--- src/rtl/cmd_pkg.sv ---
// rtl/cmd_pkg.sv - shared types and constants for the host command engine
//
// Purpose : command ids, FSM state encoding, register indices and the
//           header-size helper shared by cmd_engine and cmd_hdr_shift.
// Ports   : none (package)
package cmd_pkg;

  typedef enum logic [3:0] {
    CMD_RESET  = 4'd0,
    CMD_MEM_RD = 4'd1,
    CMD_MEM_WR = 4'd2,
    CMD_REG_RD = 4'd3,
    CMD_REG_WR = 4'd4
  } cmd_id_e;

  localparam int REG_CTRL   = 0;
  localparam int REG_STATUS = 1;

  typedef enum logic [2:0] {
    S_HDR,
    S_DECODE,
    S_RESET,
    S_RD_REQ,
    S_RD_SEND,
    S_WR,
    S_RSP
  } cmd_state_e;

  // Header carries a 4-bit id plus address and count fields of addr_bits each.
  function automatic int hdr_bytes(input int addr_bits);
    return (4 + 2 * addr_bits + 7) / 8;
  endfunction

endpackage

--- src/rtl/cmd_hdr_shift.sv ---
// rtl/cmd_hdr_shift.sv - little-endian header byte shift-in with byte counter
//
// Purpose : collects HDR_BYTES accepted bytes, first byte ends up in bits [7:0].
// Ports   : clk_i, rst_i        clock, synchronous active-high reset
//           byte_valid_i       a header byte is accepted this cycle
//           byte_data_i[7:0]   the accepted byte
//           hdr_o              assembled header (complete the cycle after hdr_valid_o)
//           hdr_valid_o        pulses with the final header byte's accept
module cmd_hdr_shift #(
  parameter int HDR_BYTES = 4
) (
  input  logic                   clk_i,
  input  logic                   rst_i,
  input  logic                   byte_valid_i,
  input  logic [7:0]             byte_data_i,
  output logic [HDR_BYTES*8-1:0] hdr_o,
  output logic                   hdr_valid_o
);

  localparam int HW = HDR_BYTES * 8;
  localparam int CW = $clog2(HDR_BYTES);

  logic [HW-1:0] hdr_q, hdr_d;
  logic [CW-1:0] cnt_q, cnt_d;
  logic          last;

  assign last = byte_valid_i && (cnt_q == CW'(HDR_BYTES - 1));

  always_comb begin
    hdr_d = hdr_q;
    cnt_d = cnt_q;
    if (byte_valid_i) begin
      // New bytes enter at the top so the first byte lands at the bottom.
      hdr_d = {byte_data_i, hdr_q[HW-1:8]};
      cnt_d = last ? '0 : cnt_q + 1'b1;
    end
  end

  always_ff @(posedge clk_i) begin
    if (rst_i) begin
      hdr_q <= '0;
      cnt_q <= '0;
    end else begin
      hdr_q <= hdr_d;
      cnt_q <= cnt_d;
    end
  end

  assign hdr_o       = hdr_q;
  assign hdr_valid_o = last;

endmodule

--- src/rtl/cmd_engine.sv ---
// rtl/cmd_engine.sv - host command engine: header decode, memory moves, register file
//
// Purpose : consumes a host byte stream, decodes LE headers and runs RESET,
//           MEM_RD, MEM_WR, REG_RD and REG_WR commands; stalls on backpressure.
// Ports   : i_clk, i_rst                         clock, synchronous active-high reset
//           i_in_valid/i_in_data/o_in_ready      host byte stream in
//           o_out_valid/o_out_data/i_out_ready   response byte stream out
//           o_mem_req/o_mem_we/o_mem_addr/o_mem_wdata/i_mem_rdata  byte memory port
//           o_cpu_en, i_cpu_halted               CPU control/status
//           o_dev_rst                            device reset pulse
module cmd_engine
  import cmd_pkg::*;
#(
  parameter int         ADDR_BITS  = 14,
  parameter int         NUM_REGS   = 4,
  parameter int         RST_CYCLES = 4,
  parameter logic [7:0] ERR_BYTE   = 8'hEE
) (
  input  logic                 i_clk,
  input  logic                 i_rst,
  input  logic                 i_in_valid,
  input  logic [7:0]           i_in_data,
  output logic                 o_in_ready,
  output logic                 o_out_valid,
  output logic [7:0]           o_out_data,
  input  logic                 i_out_ready,
  output logic                 o_mem_req,
  output logic                 o_mem_we,
  output logic [ADDR_BITS-1:0] o_mem_addr,
  output logic [7:0]           o_mem_wdata,
  input  logic [7:0]           i_mem_rdata,
  output logic                 o_cpu_en,
  input  logic                 i_cpu_halted,
  output logic                 o_dev_rst
);

  localparam int HDR_BYTES = hdr_bytes(ADDR_BITS);
  localparam int HW        = HDR_BYTES * 8;
  localparam int RIW       = $clog2(NUM_REGS);
  localparam int RCW       = $clog2(RST_CYCLES + 1);

  localparam logic [RIW-1:0]       CTRL_IDX   = RIW'(REG_CTRL);
  localparam logic [ADDR_BITS-1:0] STATUS_ADR = ADDR_BITS'(REG_STATUS);
  localparam logic [ADDR_BITS:0]   NUM_REGS_W = (ADDR_BITS + 1)'(NUM_REGS);

  cmd_state_e           state_q, state_d;
  logic [ADDR_BITS-1:0] addr_q, addr_d;
  logic [ADDR_BITS-1:0] remain_q, remain_d;
  logic [7:0]           out_data_q, out_data_d;
  logic                 first_q, first_d;
  logic [RCW-1:0]       rst_cnt_q, rst_cnt_d;
  logic [7:0]           regs_q [NUM_REGS];
  logic [7:0]           regs_d [NUM_REGS];

  logic [HW-1:0]        hdr;
  logic                 hdr_valid;
  logic                 in_ready;
  logic                 in_accept;
  logic [3:0]           hdr_id;
  logic [ADDR_BITS-1:0] hdr_addr;
  logic [ADDR_BITS-1:0] hdr_count;
  logic                 addr_in_range;
  logic [7:0]           reg_rd_data;
  logic                 reg_wr_en;
  logic                 clr_cpu;

  // Ready is a pure function of state so the accept path has no loop through the FSM.
  assign in_ready   = !i_rst && (state_q == S_HDR || state_q == S_WR);
  assign in_accept  = i_in_valid && in_ready;
  assign o_in_ready = in_ready;

  cmd_hdr_shift #(
    .HDR_BYTES (HDR_BYTES)
  ) u_hdr_shift (
    .clk_i        (i_clk),
    .rst_i        (i_rst),
    .byte_valid_i (in_accept && state_q == S_HDR),
    .byte_data_i  (i_in_data),
    .hdr_o        (hdr),
    .hdr_valid_o  (hdr_valid)
  );

  assign hdr_id    = hdr[2*ADDR_BITS+3 : 2*ADDR_BITS];
  assign hdr_addr  = hdr[2*ADDR_BITS-1 : ADDR_BITS];
  assign hdr_count = hdr[ADDR_BITS-1 : 0];

  assign addr_in_range = ({1'b0, hdr_addr} < NUM_REGS_W);

  always_comb begin
    reg_rd_data = 8'h00;
    if (hdr_addr == STATUS_ADR) begin
      reg_rd_data = {6'b0, i_cpu_halted, regs_q[CTRL_IDX][0]};
    end else if (addr_in_range) begin
      reg_rd_data = regs_q[hdr_addr[RIW-1:0]];
    end
  end

  always_comb begin
    state_d     = state_q;
    addr_d      = addr_q;
    remain_d    = remain_q;
    out_data_d  = out_data_q;
    first_d     = 1'b0;
    rst_cnt_d   = rst_cnt_q;
    reg_wr_en   = 1'b0;
    clr_cpu     = 1'b0;
    o_out_valid = 1'b0;
    o_out_data  = out_data_q;
    o_mem_req   = 1'b0;
    o_mem_we    = 1'b0;
    o_mem_addr  = '0;
    o_mem_wdata = 8'h00;
    o_dev_rst   = 1'b0;

    case (state_q)
      S_HDR: begin
        if (hdr_valid) state_d = S_DECODE;
      end

      S_DECODE: begin
        addr_d   = hdr_addr;
        remain_d = hdr_count;
        case (hdr_id)
          CMD_RESET: begin
            rst_cnt_d = RCW'(RST_CYCLES - 1);
            state_d   = S_RESET;
          end
          CMD_MEM_RD: state_d = S_RD_REQ;
          CMD_MEM_WR: state_d = S_WR;
          CMD_REG_RD: begin
            out_data_d = reg_rd_data;
            state_d    = S_RSP;
          end
          CMD_REG_WR: begin
            reg_wr_en = 1'b1;
            state_d   = S_HDR;
          end
          default: begin
            out_data_d = ERR_BYTE;
            state_d    = S_RSP;
          end
        endcase
      end

      S_RESET: begin
        o_dev_rst = 1'b1;
        clr_cpu   = 1'b1;
        if (rst_cnt_q == '0) state_d = S_HDR;
        else                 rst_cnt_d = rst_cnt_q - 1'b1;
      end

      S_RD_REQ: begin
        o_mem_req  = 1'b1;
        o_mem_addr = addr_q;
        first_d    = 1'b1;
        state_d    = S_RD_SEND;
      end

      S_RD_SEND: begin
        o_out_valid = 1'b1;
        // Read data is only valid in the first SEND cycle; present it directly
        // and latch it so it stays stable under backpressure.
        if (first_q) begin
          o_out_data = i_mem_rdata;
          out_data_d = i_mem_rdata;
        end
        if (i_out_ready) begin
          if (remain_q == '0) begin
            state_d = S_HDR;
          end else begin
            addr_d   = addr_q + 1'b1;
            remain_d = remain_q - 1'b1;
            state_d  = S_RD_REQ;
          end
        end
      end

      S_WR: begin
        if (in_accept) begin
          o_mem_req   = 1'b1;
          o_mem_we    = 1'b1;
          o_mem_addr  = addr_q;
          o_mem_wdata = i_in_data;
          if (remain_q == '0) begin
            state_d = S_HDR;
          end else begin
            addr_d   = addr_q + 1'b1;
            remain_d = remain_q - 1'b1;
          end
        end
      end

      S_RSP: begin
        o_out_valid = 1'b1;
        if (i_out_ready) state_d = S_HDR;
      end

      default: state_d = S_HDR;
    endcase

    // Reset cycle drives every output quiet, dropping any pending response.
    if (i_rst) begin
      o_out_valid = 1'b0;
      o_mem_req   = 1'b0;
      o_mem_we    = 1'b0;
      o_mem_addr  = '0;
      o_mem_wdata = 8'h00;
      o_dev_rst   = 1'b0;
    end
  end

  // Later assignments take priority: auto-clear, then RESET, then REG_WR.
  always_comb begin
    regs_d = regs_q;
    if (regs_q[CTRL_IDX][0] && i_cpu_halted) regs_d[CTRL_IDX][0] = 1'b0;
    if (clr_cpu) regs_d[CTRL_IDX][0] = 1'b0;
    if (reg_wr_en && addr_in_range && hdr_addr != STATUS_ADR) begin
      regs_d[hdr_addr[RIW-1:0]] = hdr_count[7:0];
    end
  end

  always_ff @(posedge i_clk) begin
    if (i_rst) begin
      state_q    <= S_HDR;
      addr_q     <= '0;
      remain_q   <= '0;
      out_data_q <= 8'h00;
      first_q    <= 1'b0;
      rst_cnt_q  <= '0;
      for (int i = 0; i < NUM_REGS; i++) regs_q[i] <= 8'h00;
    end else begin
      state_q    <= state_d;
      addr_q     <= addr_d;
      remain_q   <= remain_d;
      out_data_q <= out_data_d;
      first_q    <= first_d;
      rst_cnt_q  <= rst_cnt_d;
      regs_q     <= regs_d;
    end
  end

  assign o_cpu_en = regs_q[CTRL_IDX][0];

endmodule

--- config.mk ---
export PLATFORM = sky130hd
export DESIGN_NAME = cmd_engine
export DESIGN_NICKNAME = d
export VERILOG_FILES = /design/src/rtl/cmd_pkg.sv /design/src/rtl/cmd_hdr_shift.sv /design/src/rtl/cmd_engine.sv
export SDC_FILE = /design/constraint.sdc
export NUM_CORES = 1
export LEC_CHECK = 0
export CORE_ASPECT_RATIO = 1.2
export CORE_MARGIN = 5
export CORE_UTILIZATION = 48
export CTS_BUF_LIST = sky130_fd_sc_hd__clkbuf_2
export DETAILED_ROUTE_END_ITERATION = 8
export PLACE_DENSITY_LB_ADDON = 0.12
export SYNTH_ARGS = -nofsm -noshare
export SYNTH_HDL_FRONTEND = slang
export SYNTH_HIERARCHICAL = 1
export SYNTH_SLANG_ARGS = --single-unit
export TNS_END_PERCENT = 20
--- constraint.sdc ---
create_clock -name i_clk -period 3.15 [get_ports i_clk]
set_clock_uncertainty 0.2 [all_clocks]
set_input_delay 0.63 -clock i_clk [delete_from_list [all_inputs] [get_ports i_clk]]
set_output_delay 0.63 -clock i_clk [all_outputs]
set_load 0.02 [all_outputs]
; ---- Word-level counts from Yosys, hierarchy flattened
; Index checks and enable logic that the tools add are counted.
[totals]
register_bits = 109
input_bits = 21
out_inout_bits = 36
word_cells = 120
[op_classes]
addsub = 4
magnitude_cmp = 3
n_eq_ne = 22
muxes = 54
n_bitwise = 1
n_reduce_logical = 23
[ops]
columns = cell, count
row1 = 14-bit 2-to-1 mux, 8
row2 = 14-bit case mux with 3 select lines, 2
row3 = 8-bit 2-to-1 mux, 10
row4 = 32-bit bitwise mux, 1
row5 = 8-bit case mux with 2 select lines, 2
row6 = 14-bit case mux with 2 select lines, 1
row7 = 25-bit 2-to-1 mux, 1
row8 = 3-bit 2-to-1 mux, 8
row9 = 3-bit case mux with 7 select lines, 1
row10 = 8-bit binary-select mux with 2-bit select, 1
row11 = 8-bit demux with 2-bit select, 1
row12 = "14-bit by 1-bit adder with 14-bit output, second input constant", 1
row13 = "14-bit by 1-bit == test with 1-bit output, second input constant", 1
row14 = 14-bit zero test, 1
row15 = "14-bit by 3-bit less-than comparator with 1-bit output, second input constant", 1
row16 = "14-bit by 1-bit != test with 1-bit output, second input constant", 1
row17 = "2-bit != test, second input constant", 7
row18 = "14-bit by 1-bit subtractor with 14-bit output, second input constant", 1
row19 = 1-bit 2-to-1 mux, 13
row20 = 3-bit case mux with 4 select lines, 1
row21 = "3-bit == test, second input constant", 3
row22 = "4-bit by 2-bit == test with 1-bit output, second input constant", 2
row23 = 1-bit logical AND, 8
row24 = "3-bit by 2-bit == test with 1-bit output, second input constant", 2
row25 = other kinds (24), 29

; ---- Depth between registers and ports, before layout
; Gate-level depths: netlist of the first run.
[depth]
ltp_word = 8
depth_mapped = 11
ltp_nobuf = 7

; ---- Cells and area by module
; Netlist of the first run, hierarchy kept.
[modules_own_cells]
columns = mod, n_inst, cells_each, area_each_um2, seq_area_each_um2
row1 = cmd_engine, 1, 507, 4050.1, 1341.3
row2 = cmd_hdr_shift, 1, 113, 1219.9, 680.7

; ---- Worst setup path after synthesis of the first run
; Ideal clock, no wire load.
[synth_timing]
kind = flip-flop to output port
startpoint = register state_q[1]
endpoint = output port o_out_data[1]
arrival_ns = 1.783
required_ns = 2.320
slack_ns = 0.537
path_stages_with_launch = 8
n_path_buf = 3
path_cell_list = dfxtp_1 -> buf_2 -> nand2b_1 -> buf_2 -> nor2_1 -> nand2_1 -> clkbuf_1 -> mux2_2
[synth_between]
elab_chain_len = 2
[synth_lines]
columns = element, line_no
row1 = "start, declared", cmd_engine.sv:46  ; cmd_state_e state_q, state_d;
row2 = "start signal, assigned", cmd_engine.sv:232  ; state_q <= state_d;
row3 = 3-bit == test, cmd_engine.sv:115  ; case (state_q)
row4 = 8-bit 2-to-1 mux, cmd_engine.sv:115
row5 = "end, declared", cmd_engine.sv:25  ; output logic [7:0] o_out_data,
; Every way passes these cells.

; ---- Final worst setup path of the first run
[layout_timing]
startpoint = register state_q[2]
endpoint = output port o_mem_we
[layout_between]
elab_chain_len = 7
word_cells_on_any_way = 8
classes_between = 1 x eq/ne / 3 x mux / 4 x reduce/logical
[layout_lines]
columns = element, line_no
row1 = 3-bit == test / 3-bit zero test (equally long branches), "cmd_engine.sv:68, cmd_engine.sv:115"
row2 = 1-bit logical OR, cmd_engine.sv:68  ; assign in_ready = !i_rst && (state_q == S_HDR || state_q == S_WR);
row3 = 1-bit logical AND, cmd_engine.sv:68
row4 = 1-bit logical AND, cmd_engine.sv:69  ; assign in_accept = i_in_valid && in_ready;
row5 = 1-bit 2-to-1 mux, cmd_engine.sv:179  ; if (in_accept) begin
row6 = 1-bit 2-to-1 mux (*), cmd_engine.sv:115
row7 = 1-bit 2-to-1 mux (*), cmd_engine.sv:202  ; if (i_rst) begin
row8 = "end, declared", cmd_engine.sv:28  ; output logic o_mem_we,
; Every way passes the cells marked *; elsewhere a longest branch is shown, timed or not.

==> results of run 1 <==
-- worst max-delay path, cell delays in order (launching register included) --
cell,delay (ns)
dfxtp_4,0.45
nor2b_1,0.19
nand2_1,0.10
nor2_1,0.09
buf_4,0.16
clkdlybuf4s50_1,0.61
-- final timing paths --
path,from,end,slack [ns]
hold / removal,i_rst,first_q,0.15
hold reg to reg,out_data_q[1],out_data_q[1],0.29
setup / recovery,state_q[2],o_mem_we,0.15
setup reg to reg,remain_q[0],addr_q[3],0.43
-- logic make-up (layout without fill, tap and decap cells) --
logic type               Yosys count  in the layout  synth area share [%]
AO/OA/AOI/OAI                    143            143                  18.0
XOR/XNOR                           3              3                 0.499
adder cells (fa/ha/maj)            7              7                  1.61
buffers and inverters             55            104                  4.68
flip-flops                       101            101                  38.4
multiplexers                      72             72                  14.2
AND/OR/NAND/NOR                  239            239                  22.6
-- synth_stat cells (6+ instances only) --
library cell / n / area, µm²
o21ai_0: 16 / 80.1
mux2i_1: 58 / 581
nor2_1: 93 / 349
a22oi_1: 7 / 52.6
dfxtp_1: 101 / 2020
nor4_1: 12 / 75.1
a21oi_1: 44 / 220
and2_1: 25 / 156
nand3_1: 16 / 80.1
mux2_2: 13 / 146
a31oi_1: 10 / 62.6
inv_1: 9 / 33.8
ha_1: 6 / 75.1
nand4_1: 7 / 43.8
nand2_1: 34 / 128
a211oi_1: 6 / 45.0
nor3_1: 18 / 90.1
nand2b_1: 7 / 43.8
clkbuf_1: 31 / 116
o31ai_1: 13 / 97.6
-- layout by cell type (no fill, tap or decap), types with 15 or more instances in the layout --
cell type and instances:
a21oi_1 44, dfxtp_1 99, nor2_1 92, nand2_1 33, nor3_1 18, nand3_1 16, and2_1 25, o21ai_0 15
clkdlybuf4s50_1 24, dlymetal6s2s_1 20, mux2i_1 58, buf_4 23
-- metrics by stage --
stage	hold WS (ns)	instances	setup WS (ns)	total power [mW]	TNS, ns
3_3_place_gp	0.256	783	0.0864	1.45	0
6_report	0.147	801	0.153	2.06	0
3_5_place_dp	0.265	783	0.0559	1.45	0
2_1_floorplan	0.239	620	0.537	1.40	0
5_1_grt	0.117	801	0.0245	2.15	0
4_1_cts	0.0956	801	-0.117	2.08	-1.55
-- cell type report --
class                      instances  area share, %
multi-input combinational        464           49.1
tap                              132           2.69
inverter                           9          0.551
clock buffer                       9          0.734
clock inverter                     7           1.18
timing repair buffer              79           12.7
sequential                       101           33.0
-- power by group --
| part | total, mW | internal, mW | switching (mW) |
|---|---|---|---|
| sequential | 1.30 | 1.29 | 0.0135 |
| combinational | 0.124 | 0.0549 | 0.0691 |
| clock | 0.635 | 0.185 | 0.449 |
-- per-layer routing --
| metal | up-vias | GRT usage (%) | wire length, µm |
|---|---|---|---|
| met5 | - | 0 | 0 |
| met4 | 0 | 8.31 | 297 |
| met3 | 19 | 2.64 | 569 |
| met2 | 131 | 34.8 | 6680 |
| met1 | 2232 | 28.1 | 6400 |
| li1 | 2348 | - | - |
-- what timing repair did --
action | CTS | global route
endpoints found under the setup margin | 31 | 28
buffers inserted | 2 | 0
cloned | 0 | 0
resized for setup | 13 | 24
hold endpoints to repair | 0 | 0
-- flip-flops by register name (all words and copies together), names as in the netlist --
name	cells
addr_q	14
out_data_q	8
regs_q	23
u_hdr_shift/hdr_o	32
first_q	1
u_hdr_shift/cnt_q	2
o_cpu_en	1
state_q	3
remain_q	14
rst_cnt_q	3
==> results.md, run 1 <==
* Register area at 0.00203 mm²
* Via Count at 4730
* Area delta synth->final at 16.4%
* Buffers on Ports at 56
* Synth Instances at 620
* H-tree lvl count at 3
* Dpl hpwl at 9.77 mm
* R2R depth at 7
* Final slew viol count at 0
* Total CTS buffers at 9
* Design area at 0.00614 mm²
* Final GP Congestion at 0.871
* Initial DRC count at 275
* DIE AREA at 0.0132 mm²
* Synth Warn # at 6
* FILL cells at 1002
* Core Util, Final at 56.4%
* Post-Syn Area at about 0.0053 mm²
* Initial antenna violation count at 0
* Worst path required time at about 2.3 ns
* Min Tclk post-route at 3.00 ns
* Die Width at between 100 and 150 µm
* Clock Latency Late Sink at about 0.58 ns
* Hold path cells at 4
* Diode count at 0
* Largest net degree at the start of global routing at 67
* Rel. slew slack at 55.0%
* Post-Route WL at 13.9 mm
* Number of remaining DRC errors at 0
* Asr flop ratio synth at 0%
* Period utilization at a little over nine tenths
* Final net count at 691
* Core area at 0.0109 mm²
* CP endpoint kind: primary output
* Final Hold Viols at 0
* RSZ-0062 raised after global routing: false
* Status: complete, no violations
* Wire per inst at 17.4 µm
* Syn nets at 647
* Pleak at between 2 and 3 nW
* FF+latch count, synth at 101
* Routed Antenna Nets at 0
* GRT Util Overall at 21.2%
* Initial Utilization at 48.4%
* Synth unique cells at 62
* Root buffer cell: clkbuf_2
* Gr ovfl total at 0
* First-pass GRT wire length at 23.0 mm
* Syn avg cell area at 8.50 µm²
* CTS tree: done
* Dominant synthesized flop cell: dfxtp_1
* Worst Tran Pin Value at between 0.6 and 0.7 ns
* Die Y-Extent at roughly 120 µm
* Detailed-router iteration count before antenna repair at 7
* Hold Buf Count CTS at 0
* Power Dens Cells at 336 mW/mm²
* Sequential element share of the synthesized area at a little under two fifths
* Critical path arrival at 2.17 ns
* I/O pin cnt at 57
* Max VDD drop at between 200 and 250 µV
* Worst Setup Start Kind: flip-flop
* Post-synth EDFFs at 0
* Row count at 42
* Vias in the first global route at around 4600
* CTS max path bufs at 2
* Critical Setup Path Class: reg -> out
* F_max at 0.334 GHz
* Footprint of the multi-input gates at 0.00301 mm²
* Max capacitance violation total at 0
* HP Class: in -> reg
* Post-DP Area at 0.00595 mm²
* Drt via density at between 5 and 6
* Layout cells sized above 1 at 11.1%
* Final number of setup-violating endpoints at 0
* Largest fanout on the critical path at 9
* Sink Count at 101
* Reg clk slew, reported paths at 0.28 ns
(Power assumes the default switching activity.)
==> run 2: changes to the inputs <==
--- a/config.mk
+++ b/config.mk
@@ -10,7 +10,7 @@
 export CORE_UTILIZATION = 48
 export CTS_BUF_LIST = sky130_fd_sc_hd__clkbuf_2
 export DETAILED_ROUTE_END_ITERATION = 8
-export PLACE_DENSITY_LB_ADDON = 0.12
+export PLACE_DENSITY = 0.8
 export SYNTH_ARGS = -nofsm -noshare
 export SYNTH_HDL_FRONTEND = slang
 export SYNTH_HIERARCHICAL = 1
==> results.md, run 2 (synthesis gave the netlist of run 1 again) <==
* WHS at 0.154 ns (+0.00670 ns)
* Row count at 42 (unchanged)
* Initial Utilization at 48.4% (unchanged)
* I/O pin cnt at 57 (unchanged)
* Period utilization at 95.9% (+0.76 points)
* Hold path cells at 4 (unchanged)
* R2R setup slack at 0.47 ns (+0.04 ns)
* Commonest cells after routing, fill and taps aside: dfxtp_1, nor2_1, mux2i_1
* Clock Latency Late Sink at 0.58 ns (about the same)
* Max capacitance violation total at 0 (unchanged)
* Sink Count at 101 (unchanged)
* CTS tree: done
* Pleak at 2.36 nW (-10%)
* Hold Path End: first_q
* Reg2reg end: addr_q[11]
* First-pass GRT wire length at 23.2 mm (+1.1%)
* Worst R2R Start: remain_q[0]
* Min Tclk post-route at 3.02 ns (+0.0239 ns)
* Buffers on Ports at 56 (unchanged)
* F_max at 0.331 GHz (-0.79%)
* Power Dens Cells at 361 mW/mm² (+7.3%)
* Reg clk slew, reported paths at 0.26 ns (-0.02 ns)
* Core area at 0.0109 mm² (unchanged)
* H-tree lvl count at 3 (unchanged)
* Via Count at 4911 (+3.8%)
* Initial DRC count at 498 (+81%)
* Design area at 0.00609 mm² (-0.69%)
* Worst Tran Pin Value at 0.642 ns (-0.0324 ns)
* Wire per inst at 17.6 µm (+0.90%)
* Min-delay src: i_rst
* RSZ-0062 raised after global routing: false
* DIE AREA at 0.0132 mm² (unchanged)
* Layout cells sized above 1 at 10.3% (-0.72 points)
* CP endpoint kind: primary output
* Final Hold Viols at 0 (unchanged)
* Rel. slew slack at 57.2% (+2.2 points)
* Hold Buf Count CTS at 0 (unchanged)
* Final number of setup-violating endpoints at 0 (unchanged)
* Status: complete, no violations
* Critical path arrival at 2.19 ns (+0.02 ns)
* Total CTS buffers at 9 (unchanged)
* Dpl hpwl at 9.91 mm (+1.4%)
* Initial antenna violation count at 0 (unchanged)
* Area delta synth->final at 15.6%
* HP Class: in -> reg
* Vias in the first global route at 4706 (+3.0%)
* Critical Setup Path Class: reg -> out
* Die Width at 106 µm (unchanged)
* Largest fanout on the critical path at 15 (+6)
* CTS max path bufs at 2 (unchanged)
* Final net count at 690 (-0.14%)
* Worst Setup Start Kind: flip-flop
* Largest net degree at the start of global routing at 61 (-9.0%)
* Max reg flops at 32 (unchanged)
* Routed Antenna Nets at 0 (unchanged)
* Commonest non-fill, non-tap cell in the layout: dfxtp_1
* FILL cells at 964 (-3.8%)
* Core Util, Final at 56.0% (-0.39 points)
* Max VDD drop at 306 µV (+43%)
* Worst path required time at 2.32 ns (about the same)
* Number of remaining DRC errors at 0 (unchanged)
* GRT Util Overall at 21.3% (+0.16 points)
* Final GP Congestion at 0.895 (+2.7%)
* Drt via density at 6.14 (+4.0%)
* Post-DP Area at 0.00595 mm² (unchanged)
* Root buffer cell: clkbuf_2
* Post-Route WL at 14.1 mm (+0.77%)
* Gr ovfl total at 0 (unchanged)
* Final slew viol count at 0 (unchanged)
* R2R depth at 7 (unchanged)
* Die Y-Extent at 125 µm (unchanged)
* Detailed-router iteration count before antenna repair at 5 (-2)
-- run 2: worst max-delay path: stages (launching register included) --
cell	delay, ns
dfxtp_1	0.37
buf_4	0.17
nor2b_1	0.16
nand2_1	0.12
a21oi_1	0.14
buf_4	0.19
and2_1	0.14
dlygate4sd2_1	0.33
-- run 2: worst max path at each step --
stage                from        endpoint  slack (ns)  cells past startpoint
4_1_cts        state_q[1]        o_mem_we        0.04                      6
3_3_place_gp   i_in_valid   o_mem_addr[1]       0.002                      6
3_5_place_dp   i_in_valid   o_mem_addr[3]       -0.01                      6
5_1_grt        state_q[1]  o_mem_addr[10]       0.002                      7
6_report       state_q[1]  o_mem_addr[10]        0.13                      7
2_1_floorplan  state_q[1]   o_out_data[1]        0.54                      7
-- run 2: power breakdown --
part | internal [mW] | leakage [nW] | switching [mW]
Clock | 0.343 | 0.0882 | 0.424
Combinational | 0.0551 | 1.45 | 0.0712
Sequential | 1.29 | 0.815 | 0.0134
-- run 2: layout make-up --
cell class	instances	area [µm²]	area share, %
multi-input combinational	464	3010	49.4
sequential	101	2020	33.2
timing repair buffer	78	708	11.6
tap	132	165	2.71
clock inverter	4	97.6	1.60
clock buffer	11	55.1	0.903
inverter	9	33.8	0.554
antenna	1	2.50	0.0411
-- run 2: per-stage QoR --
stage / TNS, ns / setup slack (ns) / std cells / power, mW
after global placement: 0 / 0.00176 / 783 / 1.45
after detailed placement: -0.0329 / -0.0138 / 783 / 1.45
after CTS: 0 / 0.0367 / 799 / 2.20
after floorplan: 0 / 0.537 / 620 / 1.40
after global routing: 0 / 0.00153 / 799 / 2.27
final: 0 / 0.129 / 800 / 2.20
-- run 2: what timing repair did --
item                       CTS  global route
setup buffers                1             0
setup endpoints to repair   31             8
gates resized for setup     33             8
-- run 2: metal layers --
layer / share of wire [%] / wire length, µm / GRT usage, %
met1: 42 / 5940 / 27.4
met2: 50 / 7070 / 36.9
met4: 1.9 / 262 / 7.32
met3: 5.6 / 784 / 2.44
met5: 0 / 0 / 0
==> edit 1, RTL diff (settings of run 2) <==
Reset style: asynchronous (`i_rst` and `rst_i`), changed in 2 clocked blocks. Comments in the files are not updated.
--- a/src/rtl/cmd_hdr_shift.sv
+++ b/src/rtl/cmd_hdr_shift.sv
@@ -36,7 +36,7 @@
     end
   end
 
-  always_ff @(posedge clk_i) begin
+  always_ff @(posedge clk_i or posedge rst_i) begin
     if (rst_i) begin
       hdr_q <= '0;
       cnt_q <= '0;
--- a/src/rtl/cmd_engine.sv
+++ b/src/rtl/cmd_engine.sv
@@ -219,7 +219,7 @@
     end
   end
 
-  always_ff @(posedge i_clk) begin
+  always_ff @(posedge i_clk or posedge i_rst) begin
     if (i_rst) begin
       state_q    <= S_HDR;
       addr_q     <= '0;
Behaviour: differs if i_rst is asserted again (counterexample within 10 cycles, from zero or initial values and one cycle with i_rst high); with i_rst held inactive, the same outputs for 10 cycles.
==> edit 1 against run 2 <==
  * The flow now finishes with violations (negative setup slack)
  * Cell count down 7.1%
  * Non-clock buffer count up 12
  * Area after synthesis up 4.6%
  * Cell area up 7.5%
  * Routed wire length down 6.6%
  * Sequential cell count unchanged
  * Worst setup slack worse by 0.17 ns
  * Highest routed layer unchanged
Power is not compared: it rests on default switching activity, and its combinational part moved more than twofold at a synthesized area within 25%.
==> edit 1: results <==
export IMPL_viasPerCell=5.787
export IMPL_layout_nets=608
export IMPL_synthAdderAreaFrac=0.01543
export IMPL_regToRegSetupSlack_ns=0.41
export IMPL_clkTransAtPathRegs_ns=0.25
export IMPL_ys_types=63
export IMPL_arrival_ns=2.36
export IMPL_hold_worst_slack_ns=0.3285
export IMPL_grt_max_degree=52
export IMPL_dr_wl_met2_um=6558
export IMPL_violations="negative setup slack"
export IMPL_synth_xor_area_frac=0.003177
export IMPL_layout_setup_ws_ns=-0.03672
export IMPL_ys_async_sr_fraction=1.000
export IMPL_synth_nets=535
export IMPL_drt_iter0_markers=343
export IMPL_leakagePower_uw=0.002926
export IMPL_synth_top_cells_by_area="dfrtp_1, mux2_2, mux2_4"
export IMPL_antenna_found_initial=1
export IMPL_ys_top_cells_by_count="dfrtp_1, a21oi_1, mux2_2"
export IMPL_gr_usage_all_layers=0.1930
export IMPL_worst_slew_pin_slew_ns=0.7473
export IMPL_place_ws_ns=-0.08687
export IMPL_grt_pass1_wl_um=21450
export IMPL_place_area_um2=6276
export IMPL_avgSynthCellArea_um2=10.85
export IMPL_min_path_type="register to register"
export IMPL_synth_compound_area_frac=0.1466
export IMPL_tns_ns=-0.1633
export IMPL_grt_pass1_vias=4303
export IMPL_post_drt_wl_per_cell_um=17.66
export IMPL_synthFlopType="dfrtp_1"
export IMPL_crit_slowest_cell="dfrtp_1"
export IMPL_wl_met1_um=5717
export IMPL_gr_usage_met2=0.3228
export IMPL_dr_wl_met3_um=602
export IMPL_insertion_delay_ns=0.56
export IMPL_finalNonFillerCells=743
export IMPL_drive_gt1_frac=0.2872
export IMPL_grt_use_met1=0.2587
export IMPL_met3_usage=0.02122
export IMPL_yosysSeqAreaShare=0.4584
export IMPL_finalSetupViolCount=7
export IMPL_dpl_hpwl_um=8756
export IMPL_outcome="complete, but fails checks"
export IMPL_dp_cells=711
-- edit 1: cell count changes after synthesis, moves of 11 or more --
cell     delta
o21ai_0    +12
mux2_2     +30
dfxtp_1   -101
mux2i_1    -47
nor2_1     -61
dfrtp_1   +101
o31ai_1    -11
mux2_4     +29
-- edit 1: final timing paths --
| check | cells after the start | from | to |
|---|---|---|---|
| min | 1 | rst_cnt_q[2]$_DFFE_PP0P_ | rst_cnt_q[2]$_DFFE_PP0P_ |
| max in group asynchronous | 4 | i_rst | u_hdr_shift/hdr_o[27]$_DFFE_PP0P_ |
| max reg2reg | 6 | state_q[0]$_DFFE_PP0P_ | regs_q[26]$_DFFE_PP0P_ |
| max | 9 | state_q[1]$_DFFE_PP0P_ | o_mem_addr[4] |
| min in group asynchronous | 4 | i_rst | addr_q[13]$_DFFE_PP0P_ |
| min reg2reg | 1 | rst_cnt_q[2]$_DFFE_PP0P_ | rst_cnt_q[2]$_DFFE_PP0P_ |
-- edit 1: what timing repair did --
action	4_1_cts	5_1_grt
cloned	0	1
pin swaps	0	5
gates resized for setup	69	42
setup buffers	4	11
setup endpoints to repair	32	26
-- edit 1: cells by family after synthesis --
kind of cell / Yosys count
AND/OR/NAND/NOR: 145
AO/OA/AOI/OAI: 128
flip-flops: 101
multiplexers: 84
buffers and inverters: 41
adder cells (fa/ha/maj): 7
XOR/XNOR: 2
-- edit 1: area by class of cell --
cell class | count | area (um2)
multi-input combinational | 367 | 2814
clock buffer | 10 | 50.05
tap | 157 | 196.4
sequential | 101 | 2529
timing repair buffer | 90 | 788.3
antenna | 1 | 2.502
clock inverter | 5 | 123.9
fill | 951 | 4857
inverter | 12 | 45.04
-- edit 1: where the power goes --
group / internal [uW] / switching, uW
Combinational: 1130 / 970
Clock: 418 / 416
Sequential: 1770 / 694
==> edit 2, RTL diff (config.mk and constraints of run 2) <==
Made on the original files. `NUM_REGS`: 4 -> 2.
--- a/src/rtl/cmd_engine.sv
+++ b/src/rtl/cmd_engine.sv
@@ -12,7 +12,7 @@
   import cmd_pkg::*;
 #(
   parameter int         ADDR_BITS  = 14,
-  parameter int         NUM_REGS   = 4,
+  parameter int         NUM_REGS   = 2,
   parameter int         RST_CYCLES = 4,
   parameter logic [7:0] ERR_BYTE   = 8'hEE
 ) (
Behaviour: no difference found for any inputs over 10 cycles, from zero or initial values and one cycle with i_rst high; that may be too few to reach the edited logic, so the function may still have changed.
==> edit 2 against run 2 <==
  * Global-route usage decreased by 1.6 points
  * Worst setup slack gained 0.047 ns
  * Sequential cell count decreased by 16
  * Largest cell class unchanged
  * Routed wire length decreased by 19%
  * Area after synthesis decreased by 14%
  * Highest routed layer unchanged
  * Die area is 13% lower
  * Critical endpoint is now o_mem_addr[1]
  * Cell area decreased by 12%
  * Synthesized cell count shrank 10%
Power is not compared: it rests on default switching activity, and its combinational part moved more than twofold at a synthesized area within 25%.
==> edit 2: results <==
export IMPL_outcome="completed"
export IMPL_port_buffers=56
export IMPL_min_path_cells=3
export IMPL_diodes=0
export IMPL_gp_congestion=0.8771
export IMPL_cts_root_buf="clkbuf_2"
export IMPL_insertion_delay_ns=0.53
export IMPL_ys_top_cells_by_count="dfxtp_1, nor2_1, nand2_1"
export IMPL_min_delay_start="i_rst"
export IMPL_synth_top_cells_by_area="dfxtp_1, mux2i_1, nor2_1"
export IMPL_ir_drop_v=0.0002101
export IMPL_ys_types=65
export IMPL_fillCellCount=849
export IMPL_antenna_found_initial=0
export IMPL_layout_nets=621
export IMPL_slowest_delay_ns=0.45
export IMPL_post_drt_wl_per_cell_um=15.81
export IMPL_worst_slew_pin_slew_ns=0.7501
export IMPL_viasPerCell=5.897
export IMPL_firstDrtPassIters=5
export IMPL_min_path_type="primary input to register"
export IMPL_synth_most_common_cell="dfxtp_1"
export IMPL_hold_viol=0
export IMPL_largest_reg_flops=32
export IMPL_gr_usage_all_layers=0.1976
export IMPL_cts_inserted_buffers=9
export IMPL_cp_top_family="buffers and inverters"
export IMPL_arrival_ns=2.14
export IMPL_hold_end="u_hdr_shift/cnt_q[0]$_SDFFE_PP0P_"
export IMPL_leakagePower_uw=0.002137
export IMPL_yosysSeqAreaShare=0.3746
export IMPL_final_max_slew_viol_count=0
export IMPL_grt_max_degree=73
export IMPL_cp_max_fo=15
export IMPL_cts_setup_buffers=0
export IMPL_reg2reg_from="remain_q[1]$_SDFFE_PP0P_"
export IMPL_ys_async_sr_fraction=0
export IMPL_ctsHtreeMaxLevel=3
export IMPL_ff2ff_path_depth=7
export IMPL_grt_pass1_wl_um=18930
export IMPL_synth_nets=582
export IMPL_dpl_hpwl_um=7750
export IMPL_reg2reg_to="remain_q[2]$_SDFFE_PP0P_"
export IMPL_regToRegSetupSlack_ns=0.28
export IMPL_yosys_warnings=6
export IMPL_grt_pass1_vias=4076
export IMPL_clkTransAtPathRegs_ns=0.21
export IMPL_drt_iter0_markers=216
export IMPL_finalSetupViolCount=0
export IMPL_drive_gt1_frac=0.09699
export IMPL_clockBufferDepth=2
export IMPL_crit_slowest_cell="dfxtp_4"
## edit 2: area by class of cell
class                           instances  area, um2  area share
Multi-Input combinational cell        417       2613      0.4893
Sequential cell                        85       1707      0.3197
Clock buffer                           11      55.05     0.01031
Clock inverter                          4      97.59     0.01828
Tap cell                              123      153.9     0.02883
Inverter                               10      37.54    0.007031
Timing Repair Buffer                   71      675.6      0.1266
## edit 2: per-stage QoR
stage          std cells  hold slack (ns)  setup WS [ns]  utilization  area [um2]
2_1_floorplan        555           0.2438         0.4338            -        4543
3_3_place_gp         706           0.2597        0.07614       0.5525        5176
3_5_place_dp         706           0.2753       -0.04866       0.5525        5176
4_1_cts              721           0.2356        0.02777       0.5674        5316
5_1_grt              721           0.2215        0.01498       0.5698        5339
6_report             721           0.2509         0.1762       0.5698        5339
## edit 2: kinds of logic (layout without fill, tap and decap cells)
kind of cell	Yosys count	in the layout	share of synthesized area
flops	85	85	0.3746
buf+inv	53	96	0.05343
fa+ha+maj	7	7	0.01873
compound gates	125	125	0.1840
xor+xnor	4	4	0.007713
simple gates	227	227	0.2407
mux	54	54	0.1209
## edit 2: how the worst max path moves through the flow
stage,cells after the start,startpoint,slack (ns),end
after floorplan,12,state_q[0]$_SDFFE_PP0P_,0.43,state_q[0]$_SDFFE_PP0P_
after global placement,6,i_in_valid,0.08,o_mem_addr[1]
after detailed placement,5,i_in_valid,-0.05,o_mem_wdata[7]
after CTS,5,state_q[2]$_SDFFE_PP0P_,0.03,o_mem_req
after global routing,6,state_q[2]$_SDFFE_PP0P_,0.01,o_mem_addr[1]
final,6,state_q[2]$_SDFFE_PP0P_,0.18,o_mem_addr[1]
## edit 2: what timing repair did
action | 4_1_cts | 5_1_grt
cloned | 0 | 0
pin swaps | 0 | 0
setup endpoints to repair | 32 | 9
gates resized for setup | 28 | 9
## edit 2: worst register-to-register path: stages, from the launching register on
cell and delay (ns):
dfxtp_1 0.39, inv_1 0.09, ha_1 0.14, or4b_2 0.57
or4_1 0.56, o221a_2 0.52, o21ai_0 0.19, a31o_2 0.18
## edit 2: power breakdown
part / total (uW) / switching, uW / internal (uW) / leakage [uW]
Sequential: 1160 / 43.1 / 1120 / 0.000687
Clock: 706 / 362 / 344 / 0.0000882
Combinational: 442 / 255 / 187 / 0.00136
## edit 2: routing by layer
layer	part of all wire	vias up	wire length, um	GRT usage
met1	0.42	2003	4801	0.2370
met5	0	-	0	0
met4	0.024	0	270	0.09563
met2	0.49	159	5579	0.3387
met3	0.066	33	747	0.04002
li1	-	2057	-	-
